## src/rtl/rf_access_ctrl.sv

```systemverilog
// rf_access_ctrl: initiator-side controller for the register bank.
// Accepts one register-op command per valid/ready handshake. It reads both source operands
// through the bank read ports, computes the result and writes it back through the bank write
// port. CLR issues a bank clear instead of a write. Each op takes IDLE -> READ -> EXEC -> WB.
//
// Ports
//   clk, reset              rising-edge clock, synchronous active-high reset
//   cmd_valid/cmd_ready     command handshake; ready only in IDLE
//   cmd_op/rd/rs1/rs2/imm   opcode, destination, sources, immediate
//   rf_raddr_a/b            bank read addresses (registered on accept)
//   rf_rdata_a/b            bank read data (combinational in the bank)
//   rf_we/waddr/wdata       bank write port; rf_we is a 1-cycle pulse in WB
//   rf_clear                bank clear, 1-cycle pulse in WB for CLR
//   done                    1-cycle pulse in WB
//   result                  last computed result
//   flag_z/n/c              status flags (only with STATUS_FLAGS_EN)
//
// Optional feature: define STATUS_FLAGS_EN to add the zero/negative/carry flag outputs.
module rf_access_ctrl #(
    parameter int unsigned DATA_W = 16,
    parameter int unsigned ADDR_W = 4
) (
    input  logic              clk,
    input  logic              reset,
    input  logic              cmd_valid,
    output logic              cmd_ready,
    input  logic [2:0]        cmd_op,
    input  logic [ADDR_W-1:0] cmd_rd,
    input  logic [ADDR_W-1:0] cmd_rs1,
    input  logic [ADDR_W-1:0] cmd_rs2,
    input  logic [DATA_W-1:0] cmd_imm,
    output logic [ADDR_W-1:0] rf_raddr_a,
    output logic [ADDR_W-1:0] rf_raddr_b,
    input  logic [DATA_W-1:0] rf_rdata_a,
    input  logic [DATA_W-1:0] rf_rdata_b,
    output logic              rf_we,
    output logic [ADDR_W-1:0] rf_waddr,
    output logic [DATA_W-1:0] rf_wdata,
    output logic              rf_clear,
    output logic              done,
    output logic [DATA_W-1:0] result
`ifdef STATUS_FLAGS_EN
    ,
    output logic              flag_z,
    output logic              flag_n,
    output logic              flag_c
`endif
);

    localparam logic [2:0] OpMov = 3'd0;
    localparam logic [2:0] OpAdd = 3'd1;
    localparam logic [2:0] OpSub = 3'd2;
    localparam logic [2:0] OpAnd = 3'd3;
    localparam logic [2:0] OpOr  = 3'd4;
    localparam logic [2:0] OpXor = 3'd5;
    localparam logic [2:0] OpLdi = 3'd6;
    localparam logic [2:0] OpClr = 3'd7;

    typedef enum logic [1:0] {StIdle, StRead, StExec, StWb} state_e;

    state_e              state_q, state_d;
    logic [2:0]          op_q;
    logic [ADDR_W-1:0]   rd_q, raddr_a_q, raddr_b_q;
    logic [DATA_W-1:0]   imm_q, opa_q, opb_q, result_q;
    logic [DATA_W:0]     sum, diff;
    logic [DATA_W-1:0]   exec_res;
    logic                exec_c;
    logic                accept;

    assign accept = (state_q == StIdle) && cmd_valid;

    always_ff @(posedge clk) begin
        if (reset) begin
            state_q <= StIdle;
        end else begin
            state_q <= state_d;
        end
    end

    always_comb begin
        state_d = state_q;
        unique case (state_q)
            StIdle:  if (cmd_valid) state_d = StRead;
            StRead:  state_d = StExec;
            StExec:  state_d = StWb;
            StWb:    state_d = StIdle;
            default: state_d = StIdle;
        endcase
    end

    // Extra top bit of sum is the carry-out; of diff it is the borrow (rs1 < rs2 unsigned).
    always_comb begin
        sum      = {1'b0, opa_q} + {1'b0, opb_q};
        diff     = {1'b0, opa_q} - {1'b0, opb_q};
        exec_res = result_q;
        exec_c   = 1'b0;
        unique case (op_q)
            OpMov: exec_res = opa_q;
            OpAdd: begin
                exec_res = sum[DATA_W-1:0];
                exec_c   = sum[DATA_W];
            end
            OpSub: begin
                exec_res = diff[DATA_W-1:0];
                exec_c   = diff[DATA_W];
            end
            OpAnd: exec_res = opa_q & opb_q;
            OpOr:  exec_res = opa_q | opb_q;
            OpXor: exec_res = opa_q ^ opb_q;
            OpLdi: exec_res = imm_q;
            OpClr: exec_res = result_q;  // no write, result keeps its value
            default: exec_res = result_q;
        endcase
    end

    always_ff @(posedge clk) begin
        if (reset) begin
            op_q      <= OpMov;
            rd_q      <= '0;
            imm_q     <= '0;
            raddr_a_q <= '0;
            raddr_b_q <= '0;
            opa_q     <= '0;
            opb_q     <= '0;
            result_q  <= '0;
        end else begin
            if (accept) begin
                op_q      <= cmd_op;
                rd_q      <= cmd_rd;
                imm_q     <= cmd_imm;
                raddr_a_q <= cmd_rs1;
                raddr_b_q <= cmd_rs2;
            end
            // Operands are snapshotted here, so rd==rs1 cannot disturb the read.
            if (state_q == StRead) begin
                opa_q <= rf_rdata_a;
                opb_q <= rf_rdata_b;
            end
            if (state_q == StExec) begin
                result_q <= exec_res;
            end
        end
    end

`ifdef STATUS_FLAGS_EN
    logic flag_z_q, flag_n_q, flag_c_q;

    // Loaded at the end of EXEC so the new flags are visible during WB.
    always_ff @(posedge clk) begin
        if (reset) begin
            flag_z_q <= 1'b0;
            flag_n_q <= 1'b0;
            flag_c_q <= 1'b0;
        end else if (state_q == StExec) begin
            if (op_q == OpClr) begin
                flag_z_q <= 1'b0;
                flag_n_q <= 1'b0;
                flag_c_q <= 1'b0;
            end else begin
                flag_z_q <= (exec_res == '0);
                flag_n_q <= exec_res[DATA_W-1];
                flag_c_q <= exec_c;
            end
        end
    end

    assign flag_z = flag_z_q;
    assign flag_n = flag_n_q;
    assign flag_c = flag_c_q;
`else
    logic unused_carry;
    assign unused_carry = exec_c;
`endif

    assign cmd_ready  = (state_q == StIdle);
    assign rf_raddr_a = raddr_a_q;
    assign rf_raddr_b = raddr_b_q;
    assign rf_we      = (state_q == StWb) && (op_q != OpClr);
    assign rf_clear   = (state_q == StWb) && (op_q == OpClr);
    assign done       = (state_q == StWb);
    assign rf_waddr   = rd_q;
    assign rf_wdata   = result_q;
    assign result     = result_q;

endmodule

```

## config.mk

```make
export PLATFORM = sky130hd
export DESIGN_NAME = rf_access_ctrl
export DESIGN_NICKNAME = d
export VERILOG_FILES = /design/src/rtl/rf_access_ctrl.sv
export SDC_FILE = /design/constraint.sdc
export NUM_CORES = 1
export LEC_CHECK = 0
export CAP_MARGIN = 5
export CELL_PAD_IN_SITES_DETAIL_PLACEMENT = 0
export CELL_PAD_IN_SITES_GLOBAL_PLACEMENT = 1
export CORE_MARGIN = 2
export CORE_UTILIZATION = 30
export DETAILED_ROUTE_END_ITERATION = 16
export PLACE_DENSITY_LB_ADDON = 0.3
export SYNTH_ARGS = -nofsm -noshare
export SYNTH_HDL_FRONTEND = slang
export SYNTH_SLANG_ARGS = --single-unit
export TNS_END_PERCENT = 1
```

## constraint.sdc

```tcl
create_clock -name clk -period 8.4 [get_ports clk]
set_input_delay 1.68 -clock clk [delete_from_list [all_inputs] [get_ports clk]]
set_output_delay 1.68 -clock clk [all_outputs]
set_load 0.01 [all_outputs]
```

==> results_dict.tcl, run 1 <==
set metrics [dict create \
    rr_worst_depth 12 \
    h-tree-depth 3 \
    grt_usage_pct 16.7 \
    fin_crit_sh_pct 45.8 \
    finalNetCount 870 \
    grt_use_met1_pct 23.5 \
    crit_buf_inv 2 \
    setup_violations 0 \
    num_vias 4785 \
    yosys_warnings 0 \
    timing.slew.headroom_pct 26.4 \
    area_growth_pct 27.1 \
    grt_pass1_vias 4559 \
    drt-vias-per-instance 4.88 \
    hold_viol_final 0 \
    fin_crit_ns 3.84 \
    grt_first_pass_wirelength_um 24200 \
    crit_fanout 27 \
    synth.distinct_cells 56 \
    arrival_ns 2.16 \
    status "finished, final reports clean" \
    p_leak_nw 2.58 \
    synth-async-reset-ratio_pct 0 \
    drive_above_1_share_pct 4.63 \
    power_density_mw_per_mm2 354 \
    ir_drop_uv 130 \
    syn_inst 678 \
    synth_edf_count 0 \
    die_h_um 137 \
    cp_slowest_cell "dfxtp_1" \
    use_met2_pct 25.6 \
    worst_pin_slew_ns 1.10 \
    gr-total-overflow 0 \
    critPathMaxStageDelay_ns 0.59 \
    crit_cells 4 \
    clkSlewWorstSetupHoldPaths_ns 0.06 \
    final_antenna_net_count 0 \
    core_mm2 0.0173 \
    routed_wl_um 15400 \
    synth_top_area_share_pct 30.5 \
    place_area_mm2 0.00647 \
    yosys.area.top_type "dfxtp_1" \
    row_count 48 \
    antenna_found_initial 0 \
    cp_cell_sequence "buf_4 -> nand2_1 -> and2_1 -> clkdlybuf4s50_1" \
    fin_skew_ns 0.00712 \
    slew_violations 0 \
    synth_seq_area_share_pct 30.5 \
    cap_violations 0 \
    drtIter0Drc 324 \
    initial_utilization_pct 30.8 \
    clockBufferDepth 2 \
    syn_avg_cell_area_um2 7.84 \
    ctsHoldBuffers 0 \
    fmax_mhz 260 \
    cts_setup_buffers 0 \
    wl_per_cell_um 15.7 \
    cp_data_required_time_ns 6.72 \
    synth.most_common_cell "nand2_1" \
    ios 114 \
    synth-seq-cells 81 \
    hold_depth 2 \
    dieArea_mm2 0.0188 \
    cts.sinks 81 \
    synth_area_leaders "dfxtp_1 30%, ha_1 12%, nand2_1 7.6%" \
    clk_latency_ns 0.34 \
    hp-class "flop to flop" \
    startpoint_type "flop" \
    syn_nets 797 \
    stdcell_area_mm2 0.00676 \
    die_w_um 137 \
    endpoint_kind "output port" \
    synth_common_cells "108 x nand2_1, 81 x dfxtp_1, 70 x a21oi_1, 65 x nor2_1, 52 x ha_1" \
    final.setup.tns_ns 0 \
    synth_ff_type "dfxtp_1" \
    cts.root.buffer_cell "clkbuf_16" \
    dp_hpwl_um 11700 \
    diodes 0 \
    grt_max_degree 87 \
    drc_errors 0 \
    cts_tree "done" \
    portBuffers 113 \
    cpLargestDelayFamily "buffers and inverters" \
    netlist_area_mm2 0.00532 \
    first_pass_iters 4 \
    gp_congestion 0.868 \
    post_cts_resized 0 \
    rsz0062_at_grt "no" \
    busiest_layer "met2" \
    path_class "flop to output port" \
    cts_made_buffers 9 \
    met3_usage_pct 2.41 \
]
## logic make-up after synthesis
family                   Yosys count  share of synthesized area, %
XOR/XNOR                          27                          4.45
buffers and inverters             96                          8.30
AO/OA/AOI/OAI                    164                          19.6
flip-flops                        81                          30.5
AND/OR/NAND/NOR                  222                          18.0
adder cells (fa/ha/maj)           53                          12.6
multiplexers                      35                          6.59
## path summary, 6_finish.rpt
path | to | startpoint | slack, ns
worst max-delay path | rf_we | op_q[2]$_SDFFE_PP0P_ | 4.56
worst min-delay path | rf_raddr_a[2]$_SDFFE_PP0P_ | rf_raddr_a[2]$_SDFFE_PP0P_ | 0.46
worst max register to register | result[15]$_SDFFE_PP0P_ | op_q[2]$_SDFFE_PP0P_ | 4.90
worst min register to register | rf_raddr_a[2]$_SDFFE_PP0P_ | rf_raddr_a[2]$_SDFFE_PP0P_ | 0.46
## per-stage QoR
stage          setup WS, ns  std cells  total power [mW]  util (%)  hold WS [ns]
2_1_floorplan          5.58        678              1.64         -         0.433
3_3_place_gp           4.97        965              2.00      37.4         0.445
3_5_place_dp           4.88        965              2.03      37.4         0.450
4_1_cts                4.55        981              2.42      39.1         0.459
5_1_grt                4.45        981              2.60      39.1         0.479
6_report               4.56        981              2.40      39.1         0.458
## state kept, by name (all words and copies together), names as in the netlist
signal and flops:
result 16, rf_waddr 4, rf_raddr_a 4, op_q 3
state_q 2, opa_q 16, opb_q 16, imm_q 16
rf_raddr_b 4
## cell type report
class | count | area (um^2)
fill | 1835 | 10500
inverter | 41 | 154
clock buffer | 10 | 239
clock inverter | 6 | 51.3
timing repair buffer | 117 | 1160
sequential | 81 | 1620
tap | 225 | 282
multi-input combinational | 501 | 3260
## worst register-to-register path: cells and delay by family (launching register included)
family / cells / cell delay [ns]
fa+ha+maj: 1 / 0.30
simple gates: 3 / 0.56
xor+xnor: 2 / 0.33
buf+inv: 1 / 0.36
flops: 1 / 0.59
compound gates: 5 / 1.20
## power by group
group          switching, mW  internal (mW)  total (mW)
clock                  0.167          0.212       0.379
combinational          0.789          0.645        1.43
sequential             0.108          0.476       0.584
## layout by cell type, fill, tap and decap left out, types with 10 or more instances in the layout
master / instances
nor2_1: 65
mux2i_1: 35
dfxtp_1: 81
nand2_1: 108
o21ai_0: 27
xnor2_1: 24
clkdlybuf4s50_1: 112
a21oi_1: 70
inv_1: 39
nor3_1: 10
ha_1: 51
## layer usage
layer / routed length (um) / share of wire, %
met1: 7600 / 49
met2: 6860 / 45
met3: 617 / 4.0
met4: 276 / 1.8
met5: 0 / 0
No activity file was read; power rests on OpenSTA's default activity.
==> inputs of run 2 (changes only) <==
==> constraint.sdc (replaced) <==
create_clock -name clk -period 3.2 [get_ports clk]
set_input_delay 0.64 -clock clk [delete_from_list [all_inputs] [get_ports clk]]
set_output_delay 0.64 -clock clk [all_outputs]
set_load 0.01 [all_outputs]
==> results_dict.tcl, run 2 (same netlist as run 1, synthesis figures left out) <==
set metrics [dict create \
    cts_tree "done" \
    clkSlewWorstSetupHoldPaths_ns 0.06 \
    arrival_ns 3.15 \
    setup_slack_ns 0.249 \
    hold_viol_final 0 \
    multi_input_comb_area_mm2 0.00327 \
    ir_drop_uv 306 \
    endpoint_kind "flop" \
    hp-start "rf_waddr[3]$_SDFFE_PP0P_" \
    power_density_mw_per_mm2 943 \
    cts.sinks 81 \
    drtIter0Drc 238 \
    area_growth_pct 28.8 \
    gr-total-overflow 0 \
    num_vias 4839 \
    fmax_mhz 339 \
    startpoint_type "flop" \
    grt_max_degree 44 \
    h-tree-depth 3 \
    initial_utilization_pct 30.8 \
    p_leak_nw 2.63 \
    final_common_cell "clkdlybuf4s50_1" \
    timing.slew.headroom_pct 50.1 \
    row_count 48 \
    seqCellArea_mm2 0.00162 \
    final_core_util_pct 39.6 \
    num-fill-cells 1780 \
    dieArea_mm2 0.0188 \
    grt_pass1_vias 4692 \
    wl_per_cell_um 16.0 \
    rr_startpoint "opb_q[2]$_SDFFE_PP0N_" \
    cap_violations 0 \
    gp_congestion 0.912 \
    worst_pin_slew_ns 0.748 \
    cts_setup_buffers 0 \
    drc_errors 0 \
    ios 114 \
    clockPowerShare_pct 16.2 \
    seq_power_share_pct 23.5 \
    hold_depth 2 \
    worstHoldEndpoint "rf_waddr[3]$_SDFFE_PP0P_" \
    die_w_um 137 \
    switching_share_pct 44.0 \
    path_class "flop to flop" \
    drt-vias-per-instance 4.89 \
    diodes 0 \
    p_switching_mw 2.84 \
    pre_cts_ws_ns 0.167 \
    fin_crit_ns 2.95 \
    routed_wl_um 15800 \
    p_comb_share_pct 60.3 \
    crit_fanout 6 \
    portBuffers 113 \
    p_int_mw 3.62 \
    status "finished, final reports clean" \
    regToRegEndpoint "result[10]$_SDFFE_PP0P_" \
    setup_violations 0 \
    antenna_found_initial 0 \
    cp_data_required_time_ns 3.40 \
    grt_first_pass_wirelength_um 25000 \
    r2r_slack_ns 0.25 \
    mostFrequentLayoutCells "112 x clkdlybuf4s50_1, 108 x nand2_1, 81 x dfxtp_1" \
    fin_skew_ns 0.00563 \
    drive_above_1_share_pct 5.75 \
    finalNetCount 879 \
    hp-class "flop to flop" \
    fin_crit_sh_pct 92.2 \
    cts_made_buffers 9 \
    slew_violations 0 \
    rr_worst_depth 11 \
    cts.root.buffer_cell "clkbuf_16" \
    clk_latency_ns 0.34 \
    clockBufferDepth 2 \
    core_mm2 0.0173 \
    rsz0062_at_grt "yes" \
    final_antenna_net_count 0 \
    grt_usage_pct 17.3 \
    dp_hpwl_um 12300 \
    first_pass_iters 4 \
    die_h_um 137 \
]
==> run 2: cell count changes in the layout (fill, tap and decap cells not counted), moves of 2 or more <==
cell,previous run,this run
buf_4,4,13
clkinv_2,0,2
clkinv_4,3,0
inv_6,2,0
==> run 2: stage by stage <==
stage	cell area [um^2]	std cells	power, mW	TNS (ns)	hold slack, ns
floorplan	5320	678	4.32	0	0.433
global placement	6540	974	5.30	0	0.442
detailed placement	6540	974	5.38	0	0.450
CTS	6840	990	6.46	0	0.459
global route	6850	990	7.01	-0.0392	0.471
finish	6850	990	6.46	0	0.457
==> run 2: power by group through the flow <==
stage	combinational [mW]	sequential [mW]	clock (mW)
5_1_grt	4.33	1.56	1.12
2_1_floorplan	2.83	1.48	0
4_1_cts	3.85	1.52	1.08
3_5_place_dp	3.83	1.55	0
3_3_place_gp	3.77	1.53	0
6_report	3.90	1.52	1.05
==> run 2: per-layer routing <==
layer  global-route usage, %  up-vias  share of wire, %
met2                    27.0      111                45
met1                    24.4     2247                50
met3                    1.96       15               3.2
li1                        -     2466                 -
met5                       0        -                 0
met4                    6.64        0               1.7
==> run 2: worst max-delay path by stage <==
stage	start	to	slack (ns)	cells past startpoint
4_1_cts	op_q[2]$_SDFFE_PP0P_	result[6]$_SDFFE_PP0P_	0.15	11
2_1_floorplan	op_q[0]$_SDFFE_PP0P_	result[6]$_SDFFE_PP0P_	0.38	14
6_report	opb_q[2]$_SDFFE_PP0N_	result[10]$_SDFFE_PP0P_	0.25	11
5_1_grt	opb_q[1]$_SDFFE_PP0N_	result[14]$_SDFFE_PP0P_	-0.02	13
3_5_place_dp	op_q[2]$_SDFFE_PP0P_	result[10]$_SDFFE_PP0P_	0.17	11
3_3_place_gp	op_q[2]$_SDFFE_PP0P_	result[6]$_SDFFE_PP0P_	0.30	11
==> run 2: repair_timing <==
action,4_1_cts,5_1_grt
endpoints found under the setup margin,0,6
hold buffers,0,0
resized for setup,0,3
==> run 2: cell type report <==
class                   instances  area share [%]
inverters                      41            2.25
flip-flops and latches         81            23.7
clock buffers                  11            3.54
repair buffers                126            17.9
well taps                     225            4.11
clock inverters                 5           0.804
multi-input cells             501            47.8
==> run 2: critical path: stages, from the launching register on <==
cell and delay [ns]:
dfxtp_1 0.48, nor2_1 0.12, and4_1 0.26, a31oi_1 0.21, xnor2_1 0.15, ha_1 0.30
a2111oi_2 0.51, a211oi_2 0.17, nor2_1 0.14, xnor2_1 0.10, a221oi_2 0.26, o31ai_1 0.11
==> inputs of run 3 (changes only) <==
--- a/config.mk
+++ b/config.mk
@@ -11,6 +11,7 @@
 export CORE_MARGIN = 2
 export CORE_UTILIZATION = 30
 export DETAILED_ROUTE_END_ITERATION = 16
+export GPL_ROUTABILITY_DRIVEN = 0
 export PLACE_DENSITY_LB_ADDON = 0.3
 export SYNTH_ARGS = -nofsm -noshare
 export SYNTH_HDL_FRONTEND = slang
==> results_dict.tcl, run 3 (same netlist as run 1, synthesis figures left out) <==
set metrics [dict create \
    drt-vias-per-instance 4.81 \
    startpoint_type "flop" \
    hp-class "flop to flop" \
    cap_violations 0 \
    routed_wl_um 15200 \
    clk_latency_ns 0.35 \
    diodes 0 \
    fin_crit_ns 2.96 \
    hold_viol_final 0 \
    dp_cells 970 \
    switching_share_pct 42.5 \
    clockBufferDepth 2 \
    final_common_cell "clkdlybuf4s50_1" \
    cts.root.buffer_cell "clkbuf_16" \
    rsz0062_at_grt "yes" \
    r2r_slack_ns 0.29 \
    cts_made_buffers 9 \
    critPathMaxStageDelay_ns 0.47 \
    drive_above_1_share_pct 5.39 \
    die_w_um 137 \
    cp_cell_sequence "buf_4 -> and2_1 -> nand2_1 -> and2_1 -> clkdlybuf4s50_1" \
    ctsHoldBuffers 0 \
    final_antenna_net_count 0 \
    worst_pin_slew_ns 0.717 \
    clockPowerShare_pct 18.4 \
    finalNetCount 875 \
    fin_crit_sh_pct 92.6 \
    antenna_found_initial 0 \
    arrival_ns 2.32 \
    portBuffers 113 \
    cts.sinks 81 \
    grt_pass1_vias 4601 \
    grt_first_pass_wirelength_um 24200 \
    mostFrequentLayoutCells "112 x clkdlybuf4s50_1, 108 x nand2_1, 81 x dfxtp_1" \
    cp_data_required_time_ns 2.56 \
    drc_errors 0 \
    fin_cells 986 \
    ios 114 \
    seq_power_share_pct 23.3 \
    gr-total-overflow 0 \
    h-tree-depth 3 \
    timing.slew.headroom_pct 52.2 \
    p_comb_share_pct 58.3 \
    grt_max_degree 49 \
    p_leak_nw 2.64 \
    p_switching_mw 2.78 \
    area_growth_pct 29.4 \
    status "finished, final reports clean" \
    ir_drop_uv 330 \
    endpoint_kind "output port" \
    fmax_mhz 337 \
    clkSlewWorstSetupHoldPaths_ns 0.06 \
    die_h_um 137 \
    fin_skew_ns 0.00664 \
    row_count 48 \
    slew_violations 0 \
    path_class "flop to output port" \
    first_pass_iters 4 \
    dieArea_mm2 0.0188 \
    cts_tree "done" \
    crit_buf_inv 2 \
    crit_top_cell "and2_1" \
    dp_hpwl_um 11800 \
    num_vias 4742 \
    initial_utilization_pct 30.8 \
    drtIter0Drc 253 \
    crit_fanout 31 \
    core_mm2 0.0173 \
    cpLargestDelayFamily "buffers and inverters" \
    grt_usage_pct 16.7 \
    cp_slowest_cell "dfxtp_1" \
    setup_violations 0 \
    power_density_mw_per_mm2 951 \
    p_int_mw 3.76 \
    final.setup.tns_ns 0 \
    wl_per_cell_um 15.4 \
]
run 3: metal layers:
layer | vias up | GRT usage, % | wire [um]
met5 | - | 0 | 0
met4 | 0 | 6.07 | 215
met3 | 11 | 2.41 | 490
met2 | 96 | 26.2 | 6800
met1 | 2168 | 23.1 | 7700
li1 | 2467 | - | -
run 3: area by class of cell:
class | instances | area [um^2]
well taps | 225 | 282
inverters | 41 | 154
clock inverters | 5 | 103
repair buffers | 122 | 1210
multi-input cells | 501 | 3270
clock buffers | 11 | 243
fillers | 1787 | 10400
flip-flops and latches | 81 | 1620
run 3: what timing repair did:
action / in CTS / in global routing
buffers inserted: 0 / 0
setup endpoints to repair: 0 / 8
gates resized for setup: 0 / 4
run 3: final timing paths:
| path | endpoint | cells after the start | startpoint |
|---|---|---|---|
| worst max-delay path | rf_we | 5 | op_q[1]$_SDFFE_PP0P_ |
| worst min-delay path | imm_q[1]$_SDFFE_PP0P_ | 2 | imm_q[1]$_SDFFE_PP0P_ |
| worst max register to register | result[14]$_SDFFE_PP0P_ | 14 | opb_q[1]$_SDFFE_PP0N_ |
| worst min register to register | imm_q[1]$_SDFFE_PP0P_ | 2 | imm_q[1]$_SDFFE_PP0P_ |
run 3: worst reg2reg max path: stages, from the launching register on:
cell and delay, ns:
dfxtp_1 0.35, inv_1 0.13, ha_1 0.21, nand3_1 0.15, nor2_1 0.24, a21oi_1 0.12
xnor2_1 0.14, ha_1 0.40, and3_1 0.22, nand3_1 0.08, a211oi_1 0.22, o22ai_1 0.14
xnor2_1 0.16, a21oi_1 0.08, nor4_1 0.18
run 3: metrics by stage:
step | hold WS (ns) | setup WS [ns] | util [%] | power [mW] | instance area [um^2]
after floorplan | 0.433 | 0.376 | - | 4.32 | 5320
after global placement | 0.442 | 0.304 | 37.7 | 5.27 | 6520
after detailed placement | 0.449 | 0.247 | 37.7 | 5.33 | 6520
after CTS | 0.458 | 0.216 | 39.7 | 6.56 | 6870
after global routing | 0.480 | -0.000837 | 39.8 | 7.12 | 6880
final | 0.455 | 0.235 | 39.8 | 6.55 | 6880
run 3: power groups by stage:
| stage | Combinational, mW | Clock, mW | Sequential (mW) |
|---|---|---|---|
| global placement | 3.73 | 0 | 1.54 |
| detailed placement | 3.77 | 0 | 1.55 |
| CTS | 3.79 | 1.24 | 1.53 |
| global route | 4.27 | 1.28 | 1.57 |
| floorplan | 2.83 | 0 | 1.48 |
| finish | 3.81 | 1.21 | 1.53 |
